<file path="src/rtl/instr_prefetch.sv">
`default_nettype none
// ============================================================================
// Module   : instr_prefetch
// Purpose  : Instruction prefetch unit. Streams sequential instruction fetches
//            from a 1-cycle-latency instruction memory into a small FIFO that
//            feeds the decode stage. Supports branch redirect (flush plus
//            refetch, stale responses killed by an epoch bit) and pipeline
//            halt (all state frozen, in-flight response dropped and re-issued).
// Ports    : clk, rst_n (async, active low)
//            halt_in, redirect, redirect_pc[31:0]  - pipeline control
//            imem_req, imem_addr[AW-1:0]            - fetch request
//            imem_valid, imem_rdata[31:0]           - fetch response
//            dec_valid, dec_ready, dec_instr, dec_npc - decode handshake
//            level[$clog2(DEPTH):0]                 - FIFO occupancy
// Params   : DEPTH (FIFO entries, power of two >= 2), AW (imem address width)
// Options  : INSTR_PREFETCH_HLT_STOP_EN - an instruction with opcode
//            [31:26] = 6'b111111 stops fetching until redirect or reset.
// Revision : 1.0 - initial release
// ============================================================================
module instr_prefetch #(
  parameter int DEPTH = 4,
  parameter int AW    = 10
) (
  input  logic                     clk,
  input  logic                     rst_n,
  input  logic                     halt_in,
  input  logic                     redirect,
  input  logic [31:0]              redirect_pc,
  output logic                     imem_req,
  output logic [AW-1:0]            imem_addr,
  input  logic                     imem_valid,
  input  logic [31:0]              imem_rdata,
  output logic                     dec_valid,
  input  logic                     dec_ready,
  output logic [31:0]              dec_instr,
  output logic [31:0]              dec_npc,
  output logic [$clog2(DEPTH):0]   level
);

  localparam int PW = $clog2(DEPTH);
  localparam int LW = PW + 1;
  localparam logic [LW:0] DEPTH_C = (LW+1)'(DEPTH);

  logic [31:0]   fpc_q, fpc_d;
  logic [LW-1:0] level_q, level_d;
  logic [PW-1:0] wr_ptr_q, wr_ptr_d;
  logic [PW-1:0] rd_ptr_q, rd_ptr_d;
  logic          outst_q, outst_d;
  logic          epoch_q, epoch_d;
  logic          req_epoch_q, req_epoch_d;
  logic          stop_q, stop_d;

  logic [31:0]   mem_instr [DEPTH];
  logic [31:0]   mem_npc   [DEPTH];

  logic          rsp_ok;
  logic          push;
  logic          pop;
  logic          hlt_now;
  logic [LW:0]   credit;

  // A response is live only if a request was sampled last edge and no
  // redirect has happened since (epoch unchanged).
  assign rsp_ok = outst_q && imem_valid && (req_epoch_q == epoch_q);
  assign push   = rsp_ok && !halt_in && !redirect;
  assign pop    = dec_valid && dec_ready && !redirect && !halt_in;

`ifdef INSTR_PREFETCH_HLT_STOP_EN
  // The arriving word is a stop opcode: block the request that would
  // otherwise go out at the same edge the stop word is pushed.
  assign hlt_now = rsp_ok && (imem_rdata[31:26] == 6'b111111);
`else
  assign hlt_now = 1'b0;
`endif

  // Occupied entries plus the in-flight word must leave room for one more.
  assign credit   = {1'b0, level_q} + {{LW{1'b0}}, outst_q};
  assign imem_req = rst_n && !halt_in && !redirect && !stop_q && !hlt_now &&
                    (credit < DEPTH_C);

  assign imem_addr = fpc_q[AW-1:0];
  assign level     = level_q;
  assign dec_valid = (level_q != '0);
  assign dec_instr = dec_valid ? mem_instr[rd_ptr_q] : 32'd0;
  assign dec_npc   = dec_valid ? mem_npc[rd_ptr_q]   : 32'd0;

  always_comb begin
    fpc_d       = fpc_q;
    level_d     = level_q;
    wr_ptr_d    = wr_ptr_q;
    rd_ptr_d    = rd_ptr_q;
    epoch_d     = epoch_q;
    req_epoch_d = req_epoch_q;
    stop_d      = stop_q;
    // Memory always answers exactly one cycle later, so the only thing in
    // flight after an edge is the request sampled at that edge.
    outst_d     = imem_req;

    if (imem_req) begin
      fpc_d       = fpc_q + 32'd1;
      req_epoch_d = epoch_q;
    end

    if (redirect) begin
      fpc_d    = redirect_pc;
      epoch_d  = ~epoch_q;
      level_d  = '0;
      wr_ptr_d = '0;
      rd_ptr_d = '0;
      stop_d   = 1'b0;
    end else begin
      // A live response landing during halt is dropped; step the fetch
      // pointer back onto it so it is fetched again once halt releases.
      if (halt_in && outst_q && (req_epoch_q == epoch_q)) begin
        fpc_d = fpc_q - 32'd1;
      end
      if (push) begin
        wr_ptr_d = wr_ptr_q + PW'(1);
`ifdef INSTR_PREFETCH_HLT_STOP_EN
        if (imem_rdata[31:26] == 6'b111111) begin
          stop_d = 1'b1;
        end
`endif
      end
      if (pop) begin
        rd_ptr_d = rd_ptr_q + PW'(1);
      end
      case ({push, pop})
        2'b10:   level_d = level_q + LW'(1);
        2'b01:   level_d = level_q - LW'(1);
        default: level_d = level_q;
      endcase
    end
  end

  always_ff @(posedge clk or negedge rst_n) begin
    if (!rst_n) begin
      fpc_q       <= 32'd0;
      level_q     <= '0;
      wr_ptr_q    <= '0;
      rd_ptr_q    <= '0;
      outst_q     <= 1'b0;
      epoch_q     <= 1'b0;
      req_epoch_q <= 1'b0;
      stop_q      <= 1'b0;
    end else begin
      fpc_q       <= fpc_d;
      level_q     <= level_d;
      wr_ptr_q    <= wr_ptr_d;
      rd_ptr_q    <= rd_ptr_d;
      outst_q     <= outst_d;
      epoch_q     <= epoch_d;
      req_epoch_q <= req_epoch_d;
      stop_q      <= stop_d;
    end
  end

  // FIFO storage needs no reset: entries are only visible while level != 0.
  // fpc_q at the push edge is the request address + 1, i.e. the next PC.
  always_ff @(posedge clk) begin
    if (push) begin
      mem_instr[wr_ptr_q] <= imem_rdata;
      mem_npc[wr_ptr_q]   <= fpc_q;
    end
  end

endmodule
`default_nettype wire

</file>
<file path="config.mk">
export PLATFORM = sky130hd
export DESIGN_NAME = instr_prefetch
export DESIGN_NICKNAME = d
export VERILOG_FILES = /design/src/rtl/instr_prefetch.sv
export SDC_FILE = /design/constraint.sdc
export NUM_CORES = 1
export LEC_CHECK = 0
export ABC_AREA = 1
export ABC_CLOCK_PERIOD_IN_PS = 5800
export CAP_MARGIN = 20
export CORE_MARGIN = 2
export CORE_UTILIZATION = 23
export DETAILED_ROUTE_END_ITERATION = 10
export PLACE_DENSITY = 0.48
export SYNTH_ARGS = -nofsm -noshare
export SYNTH_HDL_FRONTEND = slang
export SYNTH_SLANG_ARGS = --single-unit
</file>
<file path="constraint.sdc">
create_clock -name clk -period 5.8 [get_ports clk]
set_input_delay 1.45 -clock clk [delete_from_list [all_inputs] [get_ports clk]]
set_output_delay 1.45 -clock clk [all_outputs]
set_load 0.1 [all_outputs]
</file>
==> results.yml, run 1 <==
sta:
  period_share_pct: 89.4
  worst_pin_slew_ns: 1.03
  max_freq_mhz: 193
  timing.final.max_slew_violations: 0
  tns_ns: 0
  min_period_ns: 5.19
  fin_skew_ns: 0.0106
  hold_violations: 0
  rsz0062_at_grt: "no"
  slew_headroom_pct: 31.4
  setup_viol: 0
yosys:
  syn_inst: 1488
  ys_seq_area_share_pct: 60.8
  synth_ff_type: "edfxtp_1"
  synth_top_area_cell: "edfxtp_1"
  synth_area_per_cell_um2: 9.65
  synth-seq-cells: 298
  syn-num-nets: 1564
  synth_cell_type_count: 42
  post-synth-top-count-cell: "nor2_1"
  async_flop_share_pct: 14.1
  synth_common_cells: "313 x nor2_1, 256 x edfxtp_1, 232 x nand2_1"
  synth_top_area_share_pct: 53.5
  yosysWarnings: 0
  synth.area.top_cells: "edfxtp_1 54%, nor2_1 8.2%, dfrtp_1 7.3%, nand2_1 6.1%, o21ai_0 5.8%"
  netlist_area_um2: 14400
  synth_edf_count: 256
worst_setup_path:
  startpoint: "rd_ptr_q[0]$_DFFE_PN0P_"
  crit_type: "flip-flop to output pin"
  cp-start-kind: "flip-flop"
  required_ns: 4.35
  regToRegStartpoint: "epoch_q$_DFFE_PN0P_"
  end_kind: "output pin"
  critical_path_arrival_ns: 3.74
  cp_max_fo: 61
finish:
  utilization_pct: 28.9
  area_growth_syn_to_layout_pct: 24.0
  nets: 1696
  final_area_um2: 17800
  diodes: 0
  drive_gt1_share_pct: 11.2
grt:
  first_global_vias: 10900
  grt_max_degree: 69
  grtUsageMet3_pct: 2.29
  grt_use_met1_pct: 17.6
  track_usage_pct: 13.2
  antenna_found_initial: 1
  grt_pass1_wl_mm: 64.8
  busiest_layer: "met2"
  grt.overflow.total: 0
  use_met2_pct: 22.2
placed_design:
  gp_congestion: 0.883
  dpl.hpwl_mm: 28.2
  place_area_um2: 16700
  io_buffers: 148
route:
  drc: 0
  avgRoutedWirePerCell_um: 17.2
  firstDrtPassIters: 5
  drt_iter0_drc: 503
  vias_per_cell: 4.33
  num_vias: 10800
  drtAntennaViolNets: 0
  wl_mm: 42.7
floorplan:
  boundaryPins: 149
  core_um2: 61700
  fp.dieH_um: 254
  die_w_um: 254
  dieArea_um2: 64500
  num_rows: 91
  initial_core_util_pct: 23.3
power:
  power.density_nw_per_um2: 477
  leakagePower_nw: 6.75
  ir_worst_vdd_mv: 0.185
cts:
  clkLatencyLatePin_ns: 0.53
  cts_buffers: 37
  ctsHoldBuffers: 0
  cts_tree: "yes"
  cts.repair.resized: 0
  clockRootBuffer: "clkbuf_16"
  cts_sinks: 298
  cts_max_level: 2
  clk_pin_slew_ns: 0.06
  cts_setup_buffers: 0
  cts_max_path_buffers: 3
min_path:
  hp-start: "epoch_q$_DFFE_PN0P_"
  hold_class: "flip-flop to flip-flop"
status:
  outcome: "finished clean"
run:
  maxCapViolCount: 0
-- sequential cells by signal (all words and copies together), names as in the netlist --
| signal | count |
|---|---|
| epoch_q | 1 |
| mem_instr | 128 |
| wr_ptr_q | 2 |
| rd_ptr_q | 2 |
| outst_q | 1 |
| fpc_q | 32 |
| level | 3 |
| req_epoch_q | 1 |
| mem_npc | 128 |
-- cells by family (layout without fill, tap and decap cells) --
family / after synthesis / after routing / share of synthesized area, %
and+or+nand+nor: 640 / 640 / 18.1
AOI/OAI and AO/OA: 299 / 299 / 11.5
DFF: 298 / 298 / 60.8
buffers and inverters: 207 / 365 / 6.01
xor gates and xnor gates: 38 / 38 / 2.97
adders and majority gates: 6 / 6 / 0.575
-- cell type report --
type	count	area, µm²
repair buffers	173	1600
well taps	837	1050
clock inverters	21	160
fillers	6507	43900
clock buffers	44	972
multi-input cells	983	4800
flip-flops and latches	298	8740
inverters	127	483
-- report_power, final --
part / leakage, nW / internal, mW / switching, mW
clock: 0.550 / 1.28 / 0.873
sequential: 2.82 / 2.47 / 0.193
combinational: 3.39 / 0.736 / 2.94
total: 6.75 / 4.49 / 4.00
-- worst max-delay path, stage by stage, from the launching register on --
cell,delay [ns]
dfrtp_4,0.67
clkinv_2,0.11
buf_4,0.48
o21ai_0,0.20
a21oi_1,0.45
clkdlybuf4s50_1,1.23
-- final timing paths --
| path | endpoint | slack, ns | depth (start not counted) |
|---|---|---|---|
| max | dec_npc[23] | 0.61 | 5 |
| min | epoch_q$_DFFE_PN0P_ | 0.55 | 1 |
| max reg2reg | mem_npc[0][27]$_DFFE_PP_ | 2.88 | 9 |
| min reg2reg | epoch_q$_DFFE_PN0P_ | 0.55 | 1 |
| max in group asynchronous | rd_ptr_q[0]$_DFFE_PN0P_ | 4.24 | 2 |
| min in group asynchronous | fpc_q[4]$_DFFE_PN0P_ | 1.10 | 2 |
-- routing by layer --
layer / wire (µm) / vias to the layer above
li1: - / 5275
met1: 19700 / 5197
met2: 20200 / 229
met3: 1920 / 59
met4: 846 / 0
met5: 0 / -
-- placed cells by master (no fill, tap or decap), types with 3 or more instances in the layout --
master	n
nand3_1	54
nand2_1	232
xor2_1	28
buf_4	66
edfxtp_1	256
clkinv_2	7
clkbuf_1	5
o21ai_1	4
buf_12	4
nand2_2	18
xor2_2	5
clkinvlp_4	3
a21oi_1	78
nor2_4	5
ha_1	5
inv_1	116
nor2_2	7
nor3_2	3
clkbuf_16	37
clkdlybuf4s50_1	102
o211ai_1	4
o21ai_0	167
o21bai_1	8
clkinv_1	8
nor2_1	309
inv_2	9
and2_1	4
o22ai_1	5
xor2_4	3
a41oi_1	26
dfrtp_1	40
-- stage by stage --
step	cells	total power, mW	hold slack, ns	setup slack, ns
final	2483	8.50	0.547	0.614
after global routing	2483	8.87	0.569	0.410
after CTS	2483	8.61	0.547	0.553
after detailed placement	2418	6.41	0.536	1.15
after global placement	2418	6.41	0.534	1.14
after floorplan	1488	5.44	0.496	0.535
No activity file was read; power rests on OpenSTA's default activity.
==> inputs of run 2 (changes only) <==
Settings changed: PLACE_DENSITY 0.48 to not set.
==> run 2 against run 1 <==
Net effect: first-iteration DRC count rose by 44%; total power decreased by 1.8%; clock-buffer cell count fell by 4; worst hold slack improved by 0.0065 ns; flip-flop and latch count did not move; highest routed layer is now met5; sequential power hardly changed; clock skew rose by 0.014 ns; via count grew 0.91%; non-clock buffer count unchanged; sequential share of layout area is 0.48 points higher; register-to-register slack worse by 0.04 ns.
==> results.yml, run 2 (synthesized netlist as in run 1, its figures left out) <==
sta:
  period_share_pct: 84.6
  timing.final.max_slew_violations: 0
  fin_skew_ns: 0.0245
  min_period_ns: 4.91
  fin_ws_ns: 0.891
  slew_headroom_pct: 30.8
  worst_pin_slew_ns: 1.03
  max_freq_mhz: 204
  tns_ns: 0
  rsz0062_at_grt: "no"
  hold_violations: 0
  setup_viol: 0
floorplan:
  dieArea_um2: 64500
  initial_core_util_pct: 23.3
  boundaryPins: 149
  fp.dieH_um: 254
  num_rows: 91
  die_w_um: 254
  core_um2: 61700
power:
  swShare_pct: 47.8
  share_seq_of_total_power_pct: 32.0
  p_int_mw: 4.36
  power_frac_comb_pct: 44.1
  leakagePower_nw: 6.71
  ir_worst_vdd_mv: 0.274
  clockPowerShare_pct: 23.9
  p_sw_mw: 3.99
  power.density_nw_per_um2: 473
grt:
  grt.overflow.total: 0
  first_global_vias: 10700
  antenna_found_initial: 4
  grt_max_degree: 70
  grt_pass1_wl_mm: 63.9
  track_usage_pct: 13.0
min_path:
  hold_class: "flip-flop to flip-flop"
finish:
  nets: 1690
  drive_gt1_share_pct: 11.5
  largestRegisters: "mem_instr (128), mem_npc (128), fpc_q (32)"
  fillers: 6485
  diodes: 0
  final_common_cell: "nor2_1"
  mostFrequentLayoutCells: "309 x nor2_1, 256 x edfxtp_1, 232 x nand2_1"
  multi_input_area_um2: 4810
  seq_area_um2: 8740
  area_growth_syn_to_layout_pct: 22.8
placed_design:
  gp_congestion: 0.954
  io_buffers: 148
  dpl.hpwl_mm: 28.8
  place_ws_ns: 1.42
worst_setup_path:
  crit_chain: "inv_2, nor2_1, o21ai_0, a21oi_1, clkdlybuf4s50_1"
  cp-start-kind: "flip-flop"
  end_kind: "output pin"
  timing.critical_path.buf_inv: 2
  required_ns: 4.35
  slowest_delay_ns: 1.18
  crit_family: "buffers and inverters"
  critical_path_arrival_ns: 3.46
  crit_slowest_cell: "clkdlybuf4s50_1"
  crit_type: "flip-flop to output pin"
  cp_max_fo: 25
route:
  drc: 0
  firstDrtPassIters: 5
  avgRoutedWirePerCell_um: 17.2
  num_vias: 10900
  drtAntennaViolNets: 0
  drt_iter0_drc: 724
  vias_per_cell: 4.39
  wl_mm: 42.5
cts:
  clkLatencyLatePin_ns: 0.58
  ctsHoldBuffers: 0
  cts_setup_buffers: 0
  cts_tree: "yes"
  cts_sinks: 298
  cts_max_level: 1
  clk_pin_slew_ns: 0.06
  cts_buffers: 31
  cts.repair.resized: 0
  clockRootBuffer: "clkbuf_16"
  cts_max_path_buffers: 3
run:
  maxCapViolCount: 0
status:
  outcome: "finished clean"
==> run 2: power groups by stage <==
stage	Clock, mW	Sequential [mW]	Combinational, mW
6_report	2.00	2.67	3.68
3_3_place_gp	0	2.70	3.70
2_1_floorplan	0	2.67	2.76
4_1_cts	2.06	2.67	3.71
3_5_place_dp	0	2.71	3.70
5_1_grt	2.14	2.69	3.88
==> run 2: worst reg2reg max path: cells and delay by family, from the launching register on <==
family / cells / cell delay [ns]
simple gates: 5 / 1.11
buf+inv: 4 / 1.02
flops: 1 / 0.42
==> run 2: final cells by class <==
cell class,count,area share [%]
multi-input combinational,983,27.3
inverter,127,2.74
tap,837,5.94
timing repair buffer,173,8.70
clock buffer,40,4.76
clock inverter,18,1.04
sequential,298,49.6
==> run 2: path summary, 6_finish.rpt <==
path                                    startpoint  depth (start not counted)                         end  slack, ns
setup / recovery           rd_ptr_q[1]$_DFFE_PN0P_                          5                 dec_npc[11]       0.89
setup reg to reg               epoch_q$_DFFE_PN0P_                          9  mem_instr[0][10]$_DFFE_PP_       2.84
hold reg to reg                epoch_q$_DFFE_PN0P_                          1         epoch_q$_DFFE_PN0P_       0.55
max in group asynchronous                    rst_n                          2     rd_ptr_q[0]$_DFFE_PN0P_       4.28
hold / removal                 epoch_q$_DFFE_PN0P_                          1         epoch_q$_DFFE_PN0P_       0.55
min in group asynchronous                    rst_n                          2        fpc_q[5]$_DFFE_PN0P_       1.03
==> run 2: routing by layer <==
layer,vias to the layer above,global-route usage [%],part of all wire (%)
li1,5258,-,-
met1,5246,16.5,44
met2,282,22.3,48
met3,64,2.72,6.4
met4,8,3.28,2.2
met5,-,0,0.099
==> run 2: stage by stage <==
step                utilization [%]  instances  power [mW]  instance area (µm²)  hold WS, ns
finish                         28.6       2476        8.34                17600        0.554
global route                   28.6       2476        8.70                17600        0.585
CTS                            28.6       2476        8.44                17600        0.554
detailed placement             26.9       2418        6.41                16600        0.540
global placement               26.9       2418        6.40                16600        0.534
floorplan                         -       1488        5.44                14400        0.496
==> inputs of run 3 (changes only) <==
Settings changed: ABC_CLOCK_PERIOD_IN_PS 5800 to 4000.
Clock period 5.8 ns to 4 ns, I/O delays scaled along.
==> run 3 against run 2 <==
Net effect: total power increased by 57%; clock power increased by 56%; critical path type unchanged; first-iteration DRC count increased by 27%; critical endpoint is now dec_instr[15]; largest cell class unchanged; via count decreased by 0.70%; die area unchanged; critical path depth unchanged; clock skew increased by 0.0099 ns; setup slack got worse by 0.41 ns; core utilization increased by 1.4 points.
==> results.yml, run 3 (synthesized netlist as in run 1, its figures left out) <==
finish:
  fillers: 6381
  drive_gt1_share_pct: 16.7
  mostFrequentLayoutCells: "309 x nor2_1, 256 x edfxtp_1, 232 x nand2_1"
  area_growth_syn_to_layout_pct: 29.0
  largestRegisters: "mem_instr (128), mem_npc (128), fpc_q (32)"
  final_common_cell: "nor2_1"
  seq_area_um2: 8740
  multi_input_area_um2: 5030
  final_area_um2: 18500
  diodes: 0
  instances_no_fill: 2476
  nets: 1693
route:
  m1WireLength_mm: 19.3
  firstDrtPassIters: 5
  met2_length_mm: 19.9
  drt_iter0_drc: 916
  wl_mm: 41.9
  drc: 0
  routed.top_layer: "met4"
  num_vias: 10800
  vias_per_cell: 4.35
  avgRoutedWirePerCell_um: 16.9
  wl_met3_mm: 2.12
  drtAntennaViolNets: 0
grt:
  grt.overflow.total: 0
  first_global_vias: 10600
  grt_max_degree: 130
  grt_pass1_wl_mm: 64.1
  antenna_found_initial: 0
  track_usage_pct: 13.0
sta:
  min_period_ns: 3.52
  period_share_pct: 88.0
  max_freq_mhz: 284
  rsz0062_at_grt: "no"
  fin_skew_ns: 0.0343
  slew_headroom_pct: 28.0
  hold_slack_ns: 0.548
  timing.final.max_slew_violations: 0
  setup_viol: 0
  hold_violations: 0
  worst_pin_slew_ns: 1.08
  tns_ns: 0
cts:
  clkLatencyLatePin_ns: 0.54
  cts.repair.resized: 0
  cts_tree: "yes"
  cts_buffers: 34
  cts_max_path_buffers: 3
  cts_sinks: 298
  ctsHoldBuffers: 0
  cts_max_level: 2
  cts_setup_buffers: 0
  clockRootBuffer: "clkbuf_16"
  clk_pin_slew_ns: 0.06
worst_setup_path:
  end_kind: "output pin"
  crit_type: "flip-flop to output pin"
  critical_path_arrival_ns: 2.52
  worstRegToRegCells: 10
  required_ns: 3.00
  cp_max_fo: 64
  cp-start-kind: "flip-flop"
floorplan:
  boundaryPins: 149
  core_um2: 61700
  initial_core_util_pct: 23.3
  die_w_um: 254
  dieArea_um2: 64500
  num_rows: 91
  fp.dieH_um: 254
placed_design:
  io_buffers: 148
  gp_congestion: 0.938
  dpl.hpwl_mm: 27.9
  numPlacedInstances: 2418
  place_area_um2: 17400
power:
  power.density_nw_per_um2: 707
  ir_worst_vdd_mv: 0.416
  finalPower_mw: 13.1
  leakagePower_nw: 6.99
status:
  outcome: "finished clean"
min_path:
  hold_depth: 1
  hold_class: "flip-flop to flip-flop"
run:
  maxCapViolCount: 0
run 3: critical path: stages, from the launching register on:
cell and delay, ns:
dfrtp_4 0.43, clkinv_2 0.47, buf_12 0.42, o21ai_0 0.29
a21oi_2 0.08, buf_4 0.25
run 3: cell type report:
type | instances | share of cell area, %
Inverter | 127 | 2.61
Timing Repair Buffer | 173 | 11.4
Clock buffer | 41 | 4.96
Sequential cell | 298 | 47.2
Multi-Input combinational cell | 983 | 27.1
Clock inverter | 17 | 1.07
Tap cell | 837 | 5.65
run 3: final timing paths:
check	from	to	slack (ns)
worst max-delay path	rd_ptr_q[0]$_DFFE_PN0P_	dec_instr[15]	0.48
worst min-delay path	epoch_q$_DFFE_PN0P_	epoch_q$_DFFE_PN0P_	0.55
worst max register to register	level[1]$_DFFE_PN0P_	level[2]$_DFFE_PN0P_	1.33
worst min register to register	epoch_q$_DFFE_PN0P_	epoch_q$_DFFE_PN0P_	0.55
max in group asynchronous	rst_n	rd_ptr_q[0]$_DFFE_PN0P_	2.86
min in group asynchronous	rst_n	fpc_q[0]$_DFFE_PN0P_	0.63
run 3: power by group:
part	switching [mW]	internal [mW]	leakage (nW)
Sequential	0.269	3.58	2.82
Combinational	4.50	1.61	3.63
Clock	1.23	1.90	0.541
Total	6.00	7.09	6.99
run 3: stage by stage:
stage	setup slack [ns]	util (%)
2_1_floorplan	-0.815	-
3_3_place_gp	0.367	28.2
3_5_place_dp	0.406	28.2
4_1_cts	0.365	30.0
5_1_grt	0.255	30.0
6_report	0.480	30.0
run 3: layer usage:
layer  track usage [%]  vias to the layer above
met5                 0                        -
met1              17.7                     5236
li1                  -                     5256
met3              2.66                       39
met4              2.87                        0
met2              21.4                      251
